<file path="src/rtl/char_code_scroller_if.sv">
// char_code_scroller_if: message-load, run control and display-side signals of the scroller.
// Latency: pure wiring, no storage.
// Backpressure: none carried; the scroller drops writes it cannot accept.
interface char_code_scroller_if;
  logic       clear;
  logic       wr_en;
  logic [4:0] wr_data;
  logic       run;
  logic [4:0] code_out;
  logic [3:0] dig_sel;
  logic       step_pulse;
  logic       full;

  // master drives the message and run level, slave is the scroller itself
  modport master (
    output clear, wr_en, wr_data, run,
    input  code_out, dig_sel, step_pulse, full
  );

  modport slave (
    input  clear, wr_en, wr_data, run,
    output code_out, dig_sel, step_pulse, full
  );
endinterface

</file>
<file path="src/rtl/char_code_scroller.sv">
// char_code_scroller: holds a 5-bit char message and scrolls a 4-digit multiplexed window (SCROLL_GAP_EN adds 4 blanks).
// Latency: code_out/dig_sel registered together; a state/pos/mem change shows within one cycle of the current slot.
// Backpressure: none; writes outside IDLE or while full are silently dropped.
module char_code_scroller #(
  parameter int         DEPTH      = 16,
  parameter int         STEP_DIV   = 50_000_000,
  parameter int         MUX_DIV    = 50_000,
  parameter logic [4:0] BLANK_CODE = 5'h1F
) (
  input logic               clk,
  input logic               rst,
  char_code_scroller_if.slave bus
);

  localparam int AW = $clog2(DEPTH);
  localparam int CW = AW + 1;
  // wide enough for pos + 3 with or without the blank gap
  localparam int LW = $clog2(DEPTH + 8) + 1;
  localparam int SW = $clog2(STEP_DIV);
  localparam int MW = $clog2(MUX_DIV + 1);

  typedef enum logic [1:0] {IDLE, RUN, PAUSE} state_t;

  state_t        state_q, state_d;
  logic [4:0]    mem [DEPTH];
  logic [CW-1:0] count_q;
  logic [LW-1:0] pos_q;
  logic [SW-1:0] step_cnt_q;
  logic [MW-1:0] mux_cnt_q;
  logic [1:0]    slot_q;
  logic [3:0]    dig_sel_q;
  logic [4:0]    code_out_q;
  logic          step_pulse_q;
  logic          full_q;

  logic          wr_ok;
  logic [CW-1:0] count_inc;
  logic [LW-1:0] vlen;
  logic [LW-1:0] pos_inc;
  logic          step_done;
  logic          mux_wrap;
  logic [1:0]    slot_d;
  logic [LW-1:0] idx;
  logic [4:0]    digit_code;

  // control decode: write acceptance, virtual length, step and refresh boundaries
  always_comb begin
    wr_ok     = bus.wr_en && (state_q == IDLE) && (count_q != CW'(DEPTH));
    count_inc = count_q + CW'(wr_ok);
`ifdef SCROLL_GAP_EN
    vlen      = LW'(count_q) + LW'(4);
`else
    vlen      = LW'(count_q);
`endif
    pos_inc   = pos_q + LW'(1);
    step_done = (state_q == RUN) && (step_cnt_q == SW'(STEP_DIV - 1));
    mux_wrap  = (mux_cnt_q == MW'(MUX_DIV - 1));
    slot_d    = mux_wrap ? slot_q + 2'd1 : slot_q;
  end

  // next state; the IDLE exit looks at the count including a same-cycle write
  always_comb begin
    state_d = state_q;
    if (bus.clear) begin
      state_d = IDLE;
    end else begin
      case (state_q)
        IDLE:    if (bus.run && (count_inc != '0)) state_d = RUN;
        RUN:     if (!bus.run) state_d = PAUSE;
        PAUSE:   if (bus.run) state_d = RUN;
        default: state_d = IDLE;
      endcase
    end
  end

  // state register
  always_ff @(posedge clk) begin
    if (rst) state_q <= IDLE;
    else     state_q <= state_d;
  end

  // message storage; only the IDLE append path writes it
  always_ff @(posedge clk) begin
    if (!rst && !bus.clear && wr_ok) mem[count_q[AW-1:0]] <= bus.wr_data;
  end

  // count, scroll offset, step divider and step pulse
  always_ff @(posedge clk) begin
    if (rst || bus.clear) begin
      count_q      <= '0;
      pos_q        <= '0;
      step_cnt_q   <= '0;
      step_pulse_q <= 1'b0;
      full_q       <= 1'b0;
    end else begin
      step_pulse_q <= 1'b0;
      count_q      <= count_inc;
      full_q       <= (count_inc == CW'(DEPTH));
      if (state_q == IDLE) begin
        pos_q      <= '0;
        step_cnt_q <= '0;
      end else if (state_q == RUN) begin
        if (step_done) begin
          step_cnt_q   <= '0;
          pos_q        <= (pos_inc == vlen) ? '0 : pos_inc;
          step_pulse_q <= 1'b1;
        end else begin
          step_cnt_q <= step_cnt_q + SW'(1);
        end
      end
    end
  end

  // message index for the digit about to be shown; pos + i stays below L + 3,
  // so three conditional subtractions give an exact modulo even for L < 4
  always_comb begin
    idx = pos_q + LW'(slot_d);
    for (int k = 0; k < 3; k++) begin
      if (idx >= vlen) idx = idx - vlen;
    end
    digit_code = BLANK_CODE;
    if (idx < LW'(count_q)) digit_code = mem[idx[AW-1:0]];
  end

  // free-running refresh: digit select and its code are loaded on the same edge
  always_ff @(posedge clk) begin
    if (rst) begin
      mux_cnt_q  <= '0;
      slot_q     <= 2'd0;
      dig_sel_q  <= 4'b0001;
      code_out_q <= BLANK_CODE;
    end else begin
      mux_cnt_q  <= mux_wrap ? '0 : mux_cnt_q + MW'(1);
      slot_q     <= slot_d;
      dig_sel_q  <= 4'b0001 << slot_d;
      code_out_q <= (bus.clear || (state_q == IDLE)) ? BLANK_CODE : digit_code;
    end
  end

  assign bus.code_out   = code_out_q;
  assign bus.dig_sel    = dig_sel_q;
  assign bus.step_pulse = step_pulse_q;
  assign bus.full       = full_q;

endmodule

</file>
<file path="src/flat_wrapper.sv">
// flat-port wrapper written by rule: the top's interface ports become plain ports
module char_code_scroller_flat 
#(
  parameter int         DEPTH      = 16,
  parameter int         STEP_DIV   = 50_000_000,
  parameter int         MUX_DIV    = 50_000,
  parameter logic [4:0] BLANK_CODE = 5'h1F
)
  (clk, rst, bus_clear, bus_wr_en, bus_wr_data, bus_run, bus_code_out, bus_dig_sel, bus_step_pulse, bus_full);
  char_code_scroller_if bus_i ();
  input logic clk;
  input logic rst;
  input wire logic [$bits(bus_i.clear)-1:0] bus_clear;
  input wire logic [$bits(bus_i.wr_en)-1:0] bus_wr_en;
  input wire logic [$bits(bus_i.wr_data)-1:0] bus_wr_data;
  input wire logic [$bits(bus_i.run)-1:0] bus_run;
  output wire logic [$bits(bus_i.code_out)-1:0] bus_code_out;
  output wire logic [$bits(bus_i.dig_sel)-1:0] bus_dig_sel;
  output wire logic [$bits(bus_i.step_pulse)-1:0] bus_step_pulse;
  output wire logic [$bits(bus_i.full)-1:0] bus_full;
  assign bus_i.clear = bus_clear;
  assign bus_i.wr_en = bus_wr_en;
  assign bus_i.wr_data = bus_wr_data;
  assign bus_i.run = bus_run;
  assign bus_code_out = bus_i.code_out;
  assign bus_dig_sel = bus_i.dig_sel;
  assign bus_step_pulse = bus_i.step_pulse;
  assign bus_full = bus_i.full;
  char_code_scroller #(.DEPTH(DEPTH), .STEP_DIV(STEP_DIV), .MUX_DIV(MUX_DIV), .BLANK_CODE(BLANK_CODE)) u_core (.clk(clk), .rst(rst), .bus(bus_i));
endmodule
</file>
<file path="config.mk">
export PLATFORM = sky130hd
export DESIGN_NAME = char_code_scroller_flat
export DESIGN_NICKNAME = d
export VERILOG_FILES = /design/src/rtl/char_code_scroller_if.sv /design/src/rtl/char_code_scroller.sv /design/src/flat_wrapper.sv
export SDC_FILE = /design/constraint.sdc
export NUM_CORES = 1
export LEC_CHECK = 0
export ABC_AREA = 1
export BUFFER_PORTS_ARGS = -buffer_cell sky130_fd_sc_hd__buf_2
export CAP_MARGIN = 40
export CORE_MARGIN = 3
export CORE_UTILIZATION = 57
export CTS_CLUSTER_DIAMETER = 200
export DETAILED_ROUTE_END_ITERATION = 7
export PLACE_DENSITY = 0.86
export SLEW_MARGIN = 25
export SYNTH_ARGS = -nofsm -noshare
export SYNTH_HDL_FRONTEND = slang
export SYNTH_SLANG_ARGS = --single-unit
</file>
<file path="constraint.sdc">
create_clock -name clk -period 6.2 [get_ports clk]
set_input_delay 1.24 -clock clk [delete_from_list [all_inputs] [get_ports clk]]
set_output_delay 1.24 -clock clk [all_outputs]
set_load 0.1 [all_outputs]
</file>
## Yosys cells after proc, flatten, opt, wreduce, memory -nomap -nowiden

Memory sizes are Yosys's and may differ from the RTL's. A register that Yosys moved wholly into a read port is not among the register bits.
Cells that the tools add are included.

- Register bits after elaboration: 63
- RAM bits: 80
- Input bits: 10
- Output and inout bits: 11
- Word-level logic and storage cells: 68
- Memories kept: 1

- Add/subtract/negate cells: 9
- Magnitude comparators: 4
- Equality and inequality tests: 10
- Shift operators: 1
- Mux-type cells: 13
- Bitwise gates (word level): 2
- Reductions and logical operators: 19

Memories:

| memory | depth | bits a word | rd ports | clocked after memory_dff | wr ports | line | RTL |
|---|---|---|---|---|---|---|---|
| u_core.mem | 16 | 5 | 1 | 1 | 1 | char_code_scroller.sv:25 | `logic [4:0] mem [DEPTH];` |

Operator list:

| kind | count |
|---|---|
| 26-bit by 1-bit adder with 26-bit output, second input constant | 1 |
| 26-bit == test, second input constant | 1 |
| 26-bit 2-to-1 mux | 1 |
| 6-bit 2-to-1 mux | 4 |
| 6-bit by 5-bit >= comparator with 1-bit output | 3 |
| 6-bit by 5-bit subtractor with 6-bit output | 3 |
| 16-bit by 1-bit adder with 16-bit output, second input constant | 1 |
| 16-bit == test, second input constant | 1 |
| 2-bit 2-to-1 mux | 4 |
| 6-bit by 1-bit adder with 6-bit output, second input constant | 1 |
| 6-bit by 2-bit adder with 6-bit output | 1 |
| 6-bit by 5-bit == test with 1-bit output | 1 |
| 1-bit logical AND | 6 |
| 6-bit by 5-bit less-than comparator with 1-bit output | 1 |
| 2-bit inequality test, second input constant | 3 |
| 2-bit case mux with 3 select lines | 1 |
| 2-bit OR reduction | 3 |
| 3-bit OR reduction | 2 |
| 5-bit by 1-bit adder with 5-bit output | 1 |
| 5-bit == test, second input constant | 1 |
| 5-bit inequality test, second input constant | 1 |
| 5-bit nonzero test | 1 |
| 1-bit by 2-bit << shifter with 4-bit output, first input constant | 1 |
| 1-bit 2-to-1 mux | 3 |
| 9 further kinds | 12 |

## Logic depth before layout (Yosys ltp)

- Depth in word-level cells: 12
- Mapped depth: 49
- Gate-level depth less buffers: 48

## Worst setup path before layout

No wires, ideal clock.

- Path type: register -> register
- From: register u_core.mux_cnt_q[0]
- To: register u_core.code_out_q[0], in the netlist u_core.bus.code_out[0], read port of u_core.mem
- Setup time: 0.133 ns
- Data arrival time: 6.667 ns
- Data required time: 6.067 ns
- Slack: -0.600 ns
- Stages on the path, launching flop included: 50
- Path buffers: 1
- Clock period less this slack: 6.800 ns
- Cells stage by stage: dfxtp_1 -> ha_1 -> nand2_1 -> nor2_1 -> inv_1 -> nor4_1 -> nand3_1 -> xor2_1 -> inv_1 -> ha_1 -> nand2_1 -> nand2_1 -> nand2_1 -> xor2_1 -> inv_1 -> ha_1 -> a21oi_1 -> nand2_1 -> [14 not listed] -> ha_1 -> nand2_1 -> nand2_1 -> a31oi_1 -> nand2_1 -> a21o_1 -> nor2_8 -> nand2_1 -> o21ai_2 -> inv_2 -> buf_2 -> ha_1 -> a21oi_1 -> o211ai_1 -> inv_1 -> nand3_1 -> nor2_1 -> nand3_1

- Word-level cells in the longest chain between the ends: 12
- Elaborated cells on any way between the ends: 15
- Those cells by class: add/sub (4); order compare (4); eq/ne (1); mux (4); bitwise (1); reduce/logical (1)

Ends and longest elaborated chain:

| element | line | RTL |
|---|---|---|
| start: declaration | char_code_scroller.sv:29 | `logic [MW-1:0] mux_cnt_q;` |
| start signal: assignment | char_code_scroller.sv:133 | `mux_cnt_q <= mux_wrap ? '0 : mux_cnt_q + MW'(1);` |
| 16-bit == test * | char_code_scroller.sv:57 | `mux_wrap = (mux_cnt_q == MW'(MUX_DIV - 1));` |
| 2-bit 2-to-1 mux * | char_code_scroller.sv:58 | `slot_d = mux_wrap ? slot_q + 2'd1 : slot_q;` |
| via u_core.slot_d[1] | char_code_scroller.sv:42 | `logic [1:0] slot_d;` |
| 6-bit by 2-bit adder with 6-bit output * | char_code_scroller.sv:117 | `idx = pos_q + LW'(slot_d);` |
| 6-bit by 5-bit subtractor with 6-bit output or 6-bit by 5-bit >= comparator with 1-bit output (tied branches) | char_code_scroller.sv:119 | `if (idx >= vlen) idx = idx - vlen;` |
| 6-bit 2-to-1 mux * | char_code_scroller.sv:119 |  |
| 6-bit by 5-bit subtractor with 6-bit output or 6-bit by 5-bit >= comparator with 1-bit output (tied branches) | char_code_scroller.sv:119 |  |
| 6-bit 2-to-1 mux * | char_code_scroller.sv:119 |  |
| 6-bit by 5-bit subtractor with 6-bit output or 6-bit by 5-bit >= comparator with 1-bit output (tied branches) | char_code_scroller.sv:119 |  |
| 6-bit 2-to-1 mux * | char_code_scroller.sv:119 |  |
| 6-bit by 5-bit less-than comparator with 1-bit output | char_code_scroller.sv:122 | `if (idx < LW'(count_q)) digit_code = mem[idx[AW-1:0]];` |
| 1-bit NOT (no line) | -- |  |
| 3-bit OR reduction (no line) | -- |  |
| end: declaration | char_code_scroller.sv:32 | `logic [4:0] code_out_q;` |

Mark *: on every way through the listed nets, which the timed path passes. The rest lies on a longest branch.
A chain may end at the register's enable or synchronous reset.

## Worst setup path in the final report

- From: register u_core.mux_cnt_q[1]
- To: register u_core.code_out_q[4], in the netlist u_core.bus.code_out[4], read port of u_core.mem

- Word-level cells in the longest chain between the ends: 12
- Elaborated cells on any way between the ends: 15
- Those cells by class: add/sub (4); order compare (4); eq/ne (1); mux (4); bitwise (1); reduce/logical (1)

Ends and longest elaborated chain:

| element | line |
|---|---|
| 16-bit == test * | char_code_scroller.sv:57 |
| 2-bit 2-to-1 mux * | char_code_scroller.sv:58 |
| 6-bit by 2-bit adder with 6-bit output * | char_code_scroller.sv:117 |
| 6-bit by 5-bit subtractor with 6-bit output or 6-bit by 5-bit >= comparator with 1-bit output (tied branches) | char_code_scroller.sv:119 |
| 6-bit 2-to-1 mux * | char_code_scroller.sv:119 |
| 6-bit by 5-bit subtractor with 6-bit output or 6-bit by 5-bit >= comparator with 1-bit output (tied branches) | char_code_scroller.sv:119 |
| 6-bit 2-to-1 mux * | char_code_scroller.sv:119 |
| 6-bit by 5-bit subtractor with 6-bit output or 6-bit by 5-bit >= comparator with 1-bit output (tied branches) | char_code_scroller.sv:119 |
| 6-bit 2-to-1 mux * | char_code_scroller.sv:119 |
| 6-bit by 5-bit less-than comparator with 1-bit output | char_code_scroller.sv:122 |
| 1-bit NOT (no line) | -- |
| 3-bit OR reduction (no line) | -- |

Mark *: on every way between the ends. The rest lies on a longest branch, timed or not.

==> qor.yml <==
synth.yosys.seq_area_share_pct: 47.69
crit_type: "register to register"
async_reset_ff_share_pct: 0
cp_slowest_stage_delay_ns: 0.45
worstPathRequired_ns: 6.53
relSlewSlack_pct: 54.85
setup_viol: 21
dp_hpwl_mm: 13.42
skew_ns: 0.01601
syn-cell-area_sq_um: 7893
diodes: 0
drt_pass1_iterations: 8
finish.utilization_pct: 79.37
setup_slack_ns: -1.637
tightest_slew_ns: 0.6763
slew_violations: 0
clk_latency_ns: 0.45
hold_viol: 0
overflow: 0
h-tree-depth: 4
place_congestion: 0.9174
fill_cells: 701
clk_path_buf_depth: 2
area_growth_syn_to_layout_pct: 34.77
synth_area_per_cell_sq_um: 8.352
wirelength_mm: 32.93
grt_max_degree: 21
syn_inst: 945
avgRoutedWirePerCell_um: 25.12
fin_nets: 1163
die_h_um: 123.7
layout-drive-gt1-share_pct: 30.13
initialDrtViolationCount: 1825
clock_sinks: 148
final_common_cell: "inv_1"
pre_cts_slack_ns: -0.6033
fp.dieW_um: 123.7
cap_violations: 0
antenna_found_initial: 0
ys_types: 45
syn-num-nets: 986
cts_made_buffers: 17
synth_top_cell_by_area: "edfxtp_1"
ios: 21
slowest_stage: "fa_2"
grt_pass1_wl_mm: 40.53
vias: 8726
post-route-period-util_pct: 126.4
yosys_register_bits: 148
synth_flop_cell: "edfxtp_1"
layout_min_cycle_time_ns: 7.837
ir_drop_mv: 0.2327
first_global_vias: 7790
grt_use_met3_pct: 10.31
power_density_nw_per_um2: 356.9
rows: 42
start_kind: "register"
grt_usage_pct: 35.06
critPathArrivalTime_ns: 8.16
cts_tree: "built"
met2_usage_pct: 57.35
core-area_sq_um: 13400
synth-edff-count: 80
initial_core_util_pct: 58.90
cp_max_fo: 8
status: "finished with violations"
final_cell_mix: "inv_1 (161), buf_4 (143), nand3_1 (130), nand2_1 (129), edfxtp_1 (80)"
path_common_cell: "nor2_4"
fmax_ghz: 0.1276
clk_pin_slew_ns: 0.07
die_area_sq_um: 15290
met1_usage_pct: 39.70
grt.busiest_layer: "met2"
drc: 10
numPortBuffers: 20
cts-root-buf: "clkbuf_16"
yosys_warnings: 0
rsz0062_at_grt: "true"
violations: "design-rule violations, negative setup slack"
postRouteAntennaNets: 0
power_leakage_nw: 4.545
hold_path_class: "register to register"
multi_input_area_sq_um: 3899
netlist_top_cells_area: "edfxtp_1 (30%), dfxtp_1 (17%), nand3_1 (8.8%), inv_1 (8.1%), nand2_1 (7.0%)"
crit_path_end_kind: "register"
seq_area_sq_um: 3769
vias_per_cell: 6.656
synth.top_cell.area_share_pct: 30.44
-- final cells by class --
class	count	share of cell area, %
Timing Repair Buffer	183	13.72
Sequential cell	148	35.43
Clock buffer	17	4.000
Multi-Input combinational cell	595	36.65
Clock inverter	15	1.776
Inverter	177	6.352
Tap cell	176	2.070
-- kinds of logic (layout without fill, tap and decap cells) --
family	count (synthesis)	in the layout	share of synthesized area, %
buf+inv	202	392	10.45
xor+xnor	22	22	2.441
compound gates	93	93	6.531
flops	148	148	47.69
simple gates	449	449	27.60
fa+ha+maj	31	31	5.295
-- power breakdown --
part	internal [W]	total [W]	switching (W)
Combinational	0.000616	0.00166	0.00104
Sequential	0.00104	0.00104	0.00000524
Clock	0.000613	0.00110	0.000487
Total	0.00226	0.00380	0.00153
-- synthesized netlist by cell type, types with 5 or more instances --
cell type / number
xnor2_1: 7
o21ai_2: 5
nand3b_1: 9
nand3_1: 138
nor4_1: 8
nor3_1: 25
ha_1: 27
nor3b_1: 8
nand2_4: 5
clkbuf_1: 5
a21oi_1: 41
edfxtp_1: 80
nand2_1: 147
nand2_2: 7
xor2_1: 15
buf_4: 6
nor2_1: 71
dfxtp_1: 68
nand4_1: 16
inv_1: 171
o21ai_0: 29
buf_2: 10
-- final timing paths --
kind	start	to	slack [ns]	depth (start not counted)
worst max-delay path	u_core.mux_cnt_q[1]$_SDFF_PP0_	u_core.bus.code_out[4]$_SDFF_PP1_	-1.64	44
worst min register to register	u_core.step_cnt_q[24]$_SDFFE_PP0P_	u_core.step_cnt_q[24]$_SDFFE_PP0P_	0.47	1
worst max register to register	u_core.mux_cnt_q[1]$_SDFF_PP0_	u_core.bus.code_out[4]$_SDFF_PP1_	-1.64	44
worst min-delay path	u_core.step_cnt_q[24]$_SDFFE_PP0P_	u_core.step_cnt_q[24]$_SDFFE_PP0P_	0.47	1
-- timing repair --
item                       CTS  global route
resized for setup           52            84
setup buffers               52            24
cloned                       1             0
hold buffers                 0             0
pin swaps                   34            46
setup endpoints to repair    5            21
-- registers in the layout (all words and copies together) (netlist names), 2 cells and up --
register	cells
u_core.bus.dig_sel	4
u_core.count_q	5
u_core.bus.code_out	5
u_core.state_q	2
u_core.mux_cnt_q	16
u_core.mem	80
u_core.pos_q	6
u_core.slot_q	2
u_core.step_cnt_q	26
-- per-layer routing --
metal	up-vias	part of all wire (%)
li1	3482	-
met1	3901	32
met2	961	42
met3	382	14
met4	0	11
met5	-	0
-- critical path: cells and delay by family, from the launching register on --
kind                       cells  cell delay (ns)
xor gates and xnor gates       2             0.45
adders and majority gates      6             1.70
AOI/OAI and AO/OA              7             1.35
DFF                            1             0.36
buffers and inverters          5             0.56
and+or+nand+nor               24             3.29
-- metrics by stage --
stage / cells / total power (W) / TNS (ns) / area [sq um] / hold WS [ns]
final: 1311 / 0.003797 / -14.01 / 10640 / 0.4694
after global routing: 1311 / 0.003855 / -15.55 / 10640 / 0.4923
after CTS: 1287 / 0.003375 / -1.054 / 10080 / 0.4674
after detailed placement: 1202 / 0.002169 / -2.959 / 8845 / 0.4526
after global placement: 1202 / 0.002138 / -1.446 / 8845 / 0.4388
after floorplan: 945 / 0.001812 / -1.197 / 7984 / 0.4203
Note: power is estimated with default switching activity, not from simulation.
